File: src/rtl/uart_tx_arbiter.sv
`default_nettype none
// +--------------------------------------------------------------------------+
// | Module   : uart_tx_arbiter                                               |
// | Brief    : Round-robin arbiter sharing one UART transmit path among      |
// |            NUM_REQ requesters, with busy-start timeout detection.        |
// | Revision : 1.0 - initial release                                         |
// +--------------------------------------------------------------------------+
module uart_tx_arbiter #(
  parameter int BIT_WIDTH    = 8,
  parameter int NUM_REQ      = 4,
  parameter int BUSY_TIMEOUT = 16
) (
  input  logic                         clk,
  input  logic                         rst,
  input  logic [NUM_REQ-1:0]           req,
  input  logic [NUM_REQ*BIT_WIDTH-1:0] req_data,
  output logic [NUM_REQ-1:0]           grant,
  output logic [NUM_REQ-1:0]           done,
  output logic [NUM_REQ-1:0]           err,
  output logic                         uart_send,
  input  logic                         uart_busy,
  output logic [BIT_WIDTH-1:0]         uart_tx_reg,
  output logic                         active
);

  localparam int c_idx_w = (NUM_REQ > 1) ? $clog2(NUM_REQ) : 1;
  localparam int c_tmr_w = $clog2(BUSY_TIMEOUT);
  localparam logic [c_idx_w-1:0] c_last_rst    = c_idx_w'(NUM_REQ - 1);
  localparam logic [c_tmr_w-1:0] c_timeout_end = c_tmr_w'(BUSY_TIMEOUT - 1);

  typedef enum logic [1:0] {
    IDLE      = 2'd0,
    WAIT_BUSY = 2'd1,
    WAIT_DONE = 2'd2
  } state_t;

  state_t               r_state, w_state_nxt;
  logic [NUM_REQ-1:0]   r_grant, w_grant_nxt;
  logic [NUM_REQ-1:0]   r_done, w_done_nxt;
  logic [NUM_REQ-1:0]   r_err, w_err_nxt;
  logic                 r_send, w_send_nxt;
  logic [BIT_WIDTH-1:0] r_tx, w_tx_nxt;
  logic                 r_active, w_active_nxt;
  logic [c_idx_w-1:0]   r_last, w_last_nxt;
  logic [c_idx_w-1:0]   r_owner, w_owner_nxt;
  logic [c_tmr_w-1:0]   r_timer, w_timer_nxt;

  logic [BIT_WIDTH-1:0] w_words [NUM_REQ];
  logic                 w_found;
  logic [c_idx_w-1:0]   w_sel;
  int                   w_cand;

  genvar gi;
  generate
    for (gi = 0; gi < NUM_REQ; gi++) begin : g_unpack
      assign w_words[gi] = req_data[gi*BIT_WIDTH +: BIT_WIDTH];
    end
  endgenerate

  // Rotating search: start just after the last served requester and wrap.
  always_comb begin
    w_found = 1'b0;
    w_sel   = '0;
    w_cand  = 0;
    for (int k = 1; k <= NUM_REQ; k++) begin
      w_cand = int'(r_last) + k;
      if (w_cand >= NUM_REQ) w_cand = w_cand - NUM_REQ;
      if (!w_found && req[c_idx_w'(w_cand)]) begin
        w_found = 1'b1;
        w_sel   = c_idx_w'(w_cand);
      end
    end
  end

  always_comb begin
    w_state_nxt = r_state;
    w_grant_nxt = '0;
    w_done_nxt  = '0;
    w_err_nxt   = '0;
    w_send_nxt  = 1'b0;
    w_tx_nxt    = r_tx;
    w_last_nxt  = r_last;
    w_owner_nxt = r_owner;
    w_timer_nxt = r_timer;
    case (r_state)
      IDLE: begin
        if (w_found && !uart_busy) begin
          w_grant_nxt[w_sel] = 1'b1;
          w_tx_nxt           = w_words[w_sel];
          w_send_nxt         = 1'b1;
          w_last_nxt         = w_sel;
          w_owner_nxt        = w_sel;
          w_timer_nxt        = '0;
          w_state_nxt        = WAIT_BUSY;
        end
      end
      WAIT_BUSY: begin
        if (uart_busy) begin
          w_state_nxt = WAIT_DONE;
        end else if (r_timer == c_timeout_end) begin
          w_err_nxt[r_owner] = 1'b1;
          w_state_nxt        = IDLE;
        end else begin
          w_timer_nxt = r_timer + 1'b1;
        end
      end
      WAIT_DONE: begin
        if (!uart_busy) begin
          w_done_nxt[r_owner] = 1'b1;
          w_state_nxt         = IDLE;
        end
      end
      default: w_state_nxt = IDLE;
    endcase
    w_active_nxt = (w_state_nxt != IDLE);
  end

  always_ff @(posedge clk) begin
    if (rst) begin
      r_state  <= IDLE;
      r_grant  <= '0;
      r_done   <= '0;
      r_err    <= '0;
      r_send   <= 1'b0;
      r_tx     <= '0;
      r_active <= 1'b0;
      r_last   <= c_last_rst;
      r_owner  <= '0;
      r_timer  <= '0;
    end else begin
      r_state  <= w_state_nxt;
      r_grant  <= w_grant_nxt;
      r_done   <= w_done_nxt;
      r_err    <= w_err_nxt;
      r_send   <= w_send_nxt;
      r_tx     <= w_tx_nxt;
      r_active <= w_active_nxt;
      r_last   <= w_last_nxt;
      r_owner  <= w_owner_nxt;
      r_timer  <= w_timer_nxt;
    end
  end

  assign grant       = r_grant;
  assign done        = r_done;
  assign err         = r_err;
  assign uart_send   = r_send;
  assign uart_tx_reg = r_tx;
  assign active      = r_active;

endmodule
`default_nettype wire

File: config.mk
export PLATFORM = sky130hd
export DESIGN_NAME = uart_tx_arbiter
export DESIGN_NICKNAME = d
export VERILOG_FILES = /design/src/rtl/uart_tx_arbiter.sv
export SDC_FILE = /design/constraint.sdc
export NUM_CORES = 1
export LEC_CHECK = 0
export ABC_AREA = 1
export BUFFER_PORTS_ARGS = -buffer_cell sky130_fd_sc_hd__buf_2
export CAP_MARGIN = 0
export CELL_PAD_IN_SITES_DETAIL_PLACEMENT = 0
export CELL_PAD_IN_SITES_GLOBAL_PLACEMENT = 1
export CORE_UTILIZATION = 34
export CTS_CLUSTER_DIAMETER = 120
export DETAILED_ROUTE_END_ITERATION = 16
export PLACE_DENSITY_LB_ADDON = 0.1
export REMOVE_ABC_BUFFERS = 1
export SYNTH_ARGS = -nofsm -noshare
export SYNTH_HDL_FRONTEND = slang
export SYNTH_SLANG_ARGS = --single-unit
File: constraint.sdc
create_clock -name clk -period 2.1 [get_ports clk]
set_clock_uncertainty 0.15 [all_clocks]
set_input_delay 0.63 -clock clk [delete_from_list [all_inputs] [get_ports clk]]
set_output_delay 0.63 -clock clk [all_outputs]
set_load 0.02 [all_outputs]
# Word level (Yosys, flattened, before mapping)
# Index checks and enable logic that the tools add are counted.
[classes] reduce_logical=19 bitwise_logic=6 n_lt_le_gt_ge=13 eq_ne=6 n_addsub=9 muxes=41
[op_table] cell="2-bit two-way mux" count=12
[op_table] cell="8-bit binary-select mux with 2-bit select" count=1
[op_table] cell="2-bit by 4-bit less-than comparator with 1-bit output (second input constant)" count=4
[op_table] cell="8-bit two-way mux" count=2
[op_table] cell="1-bit two-way mux" count=15
[op_table] cell="3-bit >= comparator (second input constant)" count=4
[op_table] cell="4-bit two-way mux" count=3
[op_table] cell="1-bit binary-select mux with 2-bit select" count=4
[op_table] cell="4-bit case mux with 2 select lines" count=1
[op_table] cell="2-bit by 1-bit subtractor with 2-bit output (second input constant)" count=4
[op_table] cell="2-bit by 2-bit adder with 3-bit output (second input constant)" count=2
[op_table] cell="1-bit logical AND" count=6
[op_table] cell="2-bit by 3-bit less-than comparator with 1-bit output (second input constant)" count=2
[op_table] cell="2-bit != test (second input constant)" count=3
[op_table] cell="2-bit case mux with 3 select lines" count=1
[op_table] cell="3-bit OR reduction" count=2
[op_table] cell="1-bit NOT" count=5
[op_table] cell="2-bit by 3-bit adder with 4-bit output (second input constant)" count=1
[op_table] cell="4-bit by 1-bit adder with 4-bit output (second input constant)" count=1
[op_table] cell="1-bit demux with 2-bit select" count=2
[op_table] cell="4-bit equality test (second input constant)" count=1
[op_table] cell="2-bit by 1-bit >= comparator with 1-bit output (second input constant)" count=2
[op_table] cell="4-bit by 3-bit >= comparator with 1-bit output (second input constant)" count=1
[op_table] cell="1-bit logical NOT" count=4
[op_table] cell="10 further kinds" count=11
[totals] out_inout_bits=22 wordCells=104 reg_bits=32 inputBits=39

# Longest topological paths before layout
[logic_depth] depth_word=20 ltp_mapped=18 mapped_depth_nobuf=16

# Worst setup path before layout
# No wires, ideal clock.
[synth_timing] path_kind="in2reg" from="input req[1]" to="register r_last[0]" arrival_ns=1.699 stages=13 path_buffers=1 required_time_ns=1.814 setup_time_ns=0.136 slack_ns=0.114 path_cell_list="nand2_1 -> nand2_1 -> nand2_1 -> nand2_2 -> nor2_8 -> nand3_4 -> nand2_1 -> inv_2 -> nand2_4 -> inv_2 -> buf_6 -> nand2_1 -> o211ai_1"
[synth_between] elab_chain_cells=15 word_cells_on_any_way=28 classes_between="mux: 20; reduce/logical: 8"
[synth_rtl] item="start, declared" line="15" rtl="input logic [NUM_REQ-1:0] req,"
[synth_rtl] item="1-bit binary-select mux with 2-bit select" line="68" rtl="if (!w_found && req[c_idx_w'(w_cand)]) begin"
[synth_rtl] item="1-bit two-way mux (not written as such) (2 in series)" line="68"
[synth_rtl] item="1-bit two-way mux" line="68"
[synth_rtl] item="1-bit logical NOT" line="68"
[synth_rtl] item="1-bit logical AND" line="68"
[synth_rtl] item="1-bit two-way mux" line="68"
[synth_rtl] item="1-bit logical NOT" line="68"
[synth_rtl] item="1-bit logical AND" line="68"
[synth_rtl] item="1-bit two-way mux" line="68"
[synth_rtl] item="1-bit logical NOT" line="68"
[synth_rtl] item="1-bit logical AND" line="68"
[synth_rtl] item="1-bit two-way mux" line="68"
[synth_rtl] item="1-bit logical AND" line="87" rtl="if (w_found && !uart_busy) begin"
[synth_rtl] item="2-bit AND reduction (no source line)"
[synth_rtl] item="end signal, assigned" line="127" rtl="r_last <= c_last_rst;"
[synth_rtl] item="end signal, assigned" line="138" rtl="r_last <= w_last_nxt;"
[synth_rtl] item="end, declared" line="44" rtl="logic [c_idx_w-1:0] r_last, w_last_nxt;"
# Parallel ways exist; a longest one is shown, timed or not. The select of a mux whose other input is x is not followed.
# A chain may end at the register's enable or synchronous reset.

# Worst setup path after layout
[layout_timing] from="register r_last[0]" to="register r_tx[0] (netlist: uart_tx_reg[0])"
[layout_between] elab_chain_cells=20 word_cells_on_any_way=48 classes_between="add/sub: 8; order compare: 4; mux: 27; bitwise: 1; reduce/logical: 8"
[layout_rtl] item="2-bit by 1-bit adder with 3-bit output" line="66" rtl="w_cand = int'(r_last) + k;"
[layout_rtl] item="3-bit >= comparator / 2-bit by 1-bit subtractor with 2-bit output (equally long branches)" line="67" rtl="if (w_cand >= NUM_REQ) w_cand = w_cand - NUM_REQ;"
[layout_rtl] item="2-bit two-way mux" line="67"
[layout_rtl] item="1-bit binary-select mux with 2-bit select" line="68"
[layout_rtl] item="1-bit two-way mux (not written as such) (2 in series)" line="68"
[layout_rtl] item="1-bit two-way mux" line="68"
[layout_rtl] item="1-bit logical NOT" line="68"
[layout_rtl] item="1-bit logical AND" line="68"
[layout_rtl] item="[... 2 more ...]"
[layout_rtl] item="1-bit logical AND" line="68"
[layout_rtl] item="1-bit two-way mux" line="68"
[layout_rtl] item="1-bit logical NOT" line="68"
[layout_rtl] item="1-bit logical AND" line="68"
[layout_rtl] item="2-bit two-way mux" line="68"
[layout_rtl] item="2-bit NOT with 3-bit output (not written as such)" line="89" rtl="w_tx_nxt = w_words[w_sel];"
[layout_rtl] item="8-bit binary-select mux with 2-bit select" line="89"
[layout_rtl] item="8-bit two-way mux (not written as such) (2 in series)" line="89"
[layout_rtl] item="end signal, assigned" line="136" rtl="r_tx <= w_tx_nxt;"
[layout_rtl] item="end, declared" line="42" rtl="logic [BIT_WIDTH-1:0] r_tx, w_tx_nxt;"
# Parallel ways exist; a longest one is shown, timed or not. The select of a mux whose other input is x is not followed.

==> metrics <==
CTS tree built; HP Class reg2reg; clk buf depth 2; Peak VDD IR 0.000657 V; P&R area growth vs syn 47.7%; Final setup viols 0; clk_lat worst skew 0.28 ns; Seq/Total Area, Yosys 36.9%; first-pass iteration count of the detailed router 4; clock buffer count from CTS 5; chip width 73.4 µm; Pwr Total 4.01 mW; gr ovfl total 0; core footprint 4820 µm²; most frequent cells in the layout nand2_1 (82), buf_2 (60), dfxtp_1 (30); PortBufs 60; drt via density 4.55; Total GRT Usage 17.3%; first-pass GRT wire length 7180 µm; fraction of layout cells with a size suffix above 1 40.5%; MaxCap Viol Count 0; Mapped Area 1740 µm²; drt total wl 4690 µm; gpl congestion 0.750; Int Power 2.15 mW; critical path peak fanout 7; post-DP HPWL 3270 µm; IO Pins 61; Slew @ Worst Pin 0.347 ns; sequential share of power 20.8%; Die H 73.4 µm; Worst Setup Start Kind flop; die area 5390 µm²; period utilization 95.3%; FP Rows 25; CTS sink count 32; Setup Total Neg Slack 0 ns; status finished clean; commonest non-fill, non-tap cell in the layout nand2_1; Detail Route Antenna Nets 0; Crit. End Element flop; flop and latch count out of synthesis 32; Starting DRT DRC Count 47; Ant. Diodes 0; RSZ-0062 raised after global routing true; max reg flops 8; switching share of total power 46.4%; post-DR wirelength/cell 11.2 µm; Pwr per Cell Area 1560 nW/µm²; Fillers 527; final hold vios 0; total net switching power 1.86 mW; vias 1913; Required @ worst endpoint 2.12 ns; slowest CP cell dfxtp_4; vias in the first global route 1655; Nets 392; Fmax 500 MHz; CP Class reg2reg; fin crit period 2.00 ns; antenna violations before repair 0; Clk pin slew, worst setup/hold paths 0.07 ns; largest net degree at the start of global routing 20; Yosys cell types 27; Synth Area per Inst 6.67 µm²; CTS Hold Buffers Added 0; starting density of the core 36.0%; CP arrival 2.03 ns; crit path cell chain buf_12 > nand2_1 > nand2_2 > buf_4 > a21oi_2 > buf_4 > nand3_4 > nand2_2 > inv_2 > nand2_4 > inv_6 > clkbuf_16 > o21ai_1 > nor2_1; max incr delay on CP 0.37 ns; H-tree depth 2; clock share of power 12.1%; CTS Root Cell clkbuf_8; Synth Instances 260; Rel. slew slack 76.9%; Leak Pwr 1.35 nW; Slew Limit Fails 0; Comb power frac 67.1%; DRC 0; YS warnings 0
==> routing by layer <==
metal	vias to the layer above	track usage, %	share of wire (%)	routed length (µm)
met5	-	0	0	0
met4	0	5.13	0.96	45
met3	7	3.84	3.8	180
met2	48	28.1	47	2200
met1	841	22.8	48	2270
li1	1017	-	-	-
==> cells by family after synthesis <==
family	after synthesis	synth area share, %
buffers and inverters	30	8.36
adder cells (fa/ha/maj)	1	0.721
AO/OA/AOI/OAI	18	5.70
flip-flops	32	36.9
AND/OR/NAND/NOR	179	48.3
==> worst max-delay path, delay by kind of cell (launching register included) <==
kind,cells,cell delay (ns)
simple gates,6,0.48
compound gates,2,0.25
flops,1,0.37
buf+inv,6,0.65
==> path summary, 6_finish.rpt <==
kind                           startpoint                          end  slack (ns)  cells after the start
setup / recovery   r_last[0]$_SDFFE_PP1P_  uart_tx_reg[0]$_SDFFE_PP0P_         0.1                     14
hold / removal    r_timer[0]$_SDFFE_PP0P_      r_timer[0]$_SDFFE_PP0P_        0.35                      2
setup reg to reg   r_last[0]$_SDFFE_PP1P_  uart_tx_reg[0]$_SDFFE_PP0P_         0.1                     14
hold reg to reg   r_timer[0]$_SDFFE_PP0P_      r_timer[0]$_SDFFE_PP0P_        0.35                      2
==> repair_timing <==
action | in CTS | in global routing
gates cloned | 0 | 2
buffers inserted | 0 | 9
pin swaps | 0 | 15
endpoints found under the hold margin | 0 | 0
gates resized for setup | 6 | 25
endpoints found under the setup margin | 15 | 18
==> synth_stat cells <==
library cell	instances	area, µm²
a21oi_1	7	35.0
a21oi_2	1	8.76
a31oi_1	1	6.26
buf_4	2	15.0
buf_6	3	33.8
clkbuf_1	1	3.75
dfxtp_1	32	641
ha_1	1	12.5
inv_1	17	63.8
inv_2	6	22.5
inv_4	1	6.26
nand2_1	93	349
nand2_2	11	68.8
nand2_4	4	45.0
nand3_1	30	150
nand3_2	2	20.0
nand3_4	1	17.5
nand3b_1	1	7.51
nand4_1	3	18.8
nor2_1	20	75.1
nor2_2	1	6.26
nor2_8	1	20.0
nor3_1	12	60.1
o211ai_1	1	7.51
o21ai_0	3	15.0
o21ai_1	4	20.0
o22ai_1	1	6.26
==> final cells by class <==
cell class	instances	area [µm²]	share of cell area (%)
multi-input cells	199	1030	40.1
flip-flops and latches	32	648	25.3
repair buffers	90	604	23.6
inverters	24	105	4.10
well taps	67	83.8	3.27
clock buffers	6	82.6	3.22
clock inverters	2	10.0	0.391
==> stage by stage <==
| stage | util [%] | cell area, µm² | setup slack [ns] | std cells | hold WS [ns] |
|---|---|---|---|---|---|
| after floorplan | - | 1680 | 0.0101 | 254 | 0.312 |
| after global placement | 46.7 | 2250 | -0.415 | 402 | 0.329 |
| after detailed placement | 46.7 | 2250 | -0.496 | 402 | 0.335 |
| after CTS | 48.9 | 2360 | 0.0123 | 410 | 0.345 |
| after global routing | 53.2 | 2560 | -0.0386 | 420 | 0.373 |
| final | 53.2 | 2560 | 0.0991 | 420 | 0.346 |
==> power groups by stage <==
| stage | registers [mW] | clock network [mW] | logic [mW] |
|---|---|---|---|
| finish | 0.832 | 0.485 | 2.69 |
| detailed placement | 0.832 | 0 | 2.14 |
| CTS | 0.827 | 0.497 | 2.17 |
| global placement | 0.830 | 0 | 2.14 |
| floorplan | 0.935 | 0 | 1.28 |
| global route | 0.853 | 0.528 | 2.96 |
Note: power is estimated with default switching activity, not from simulation.
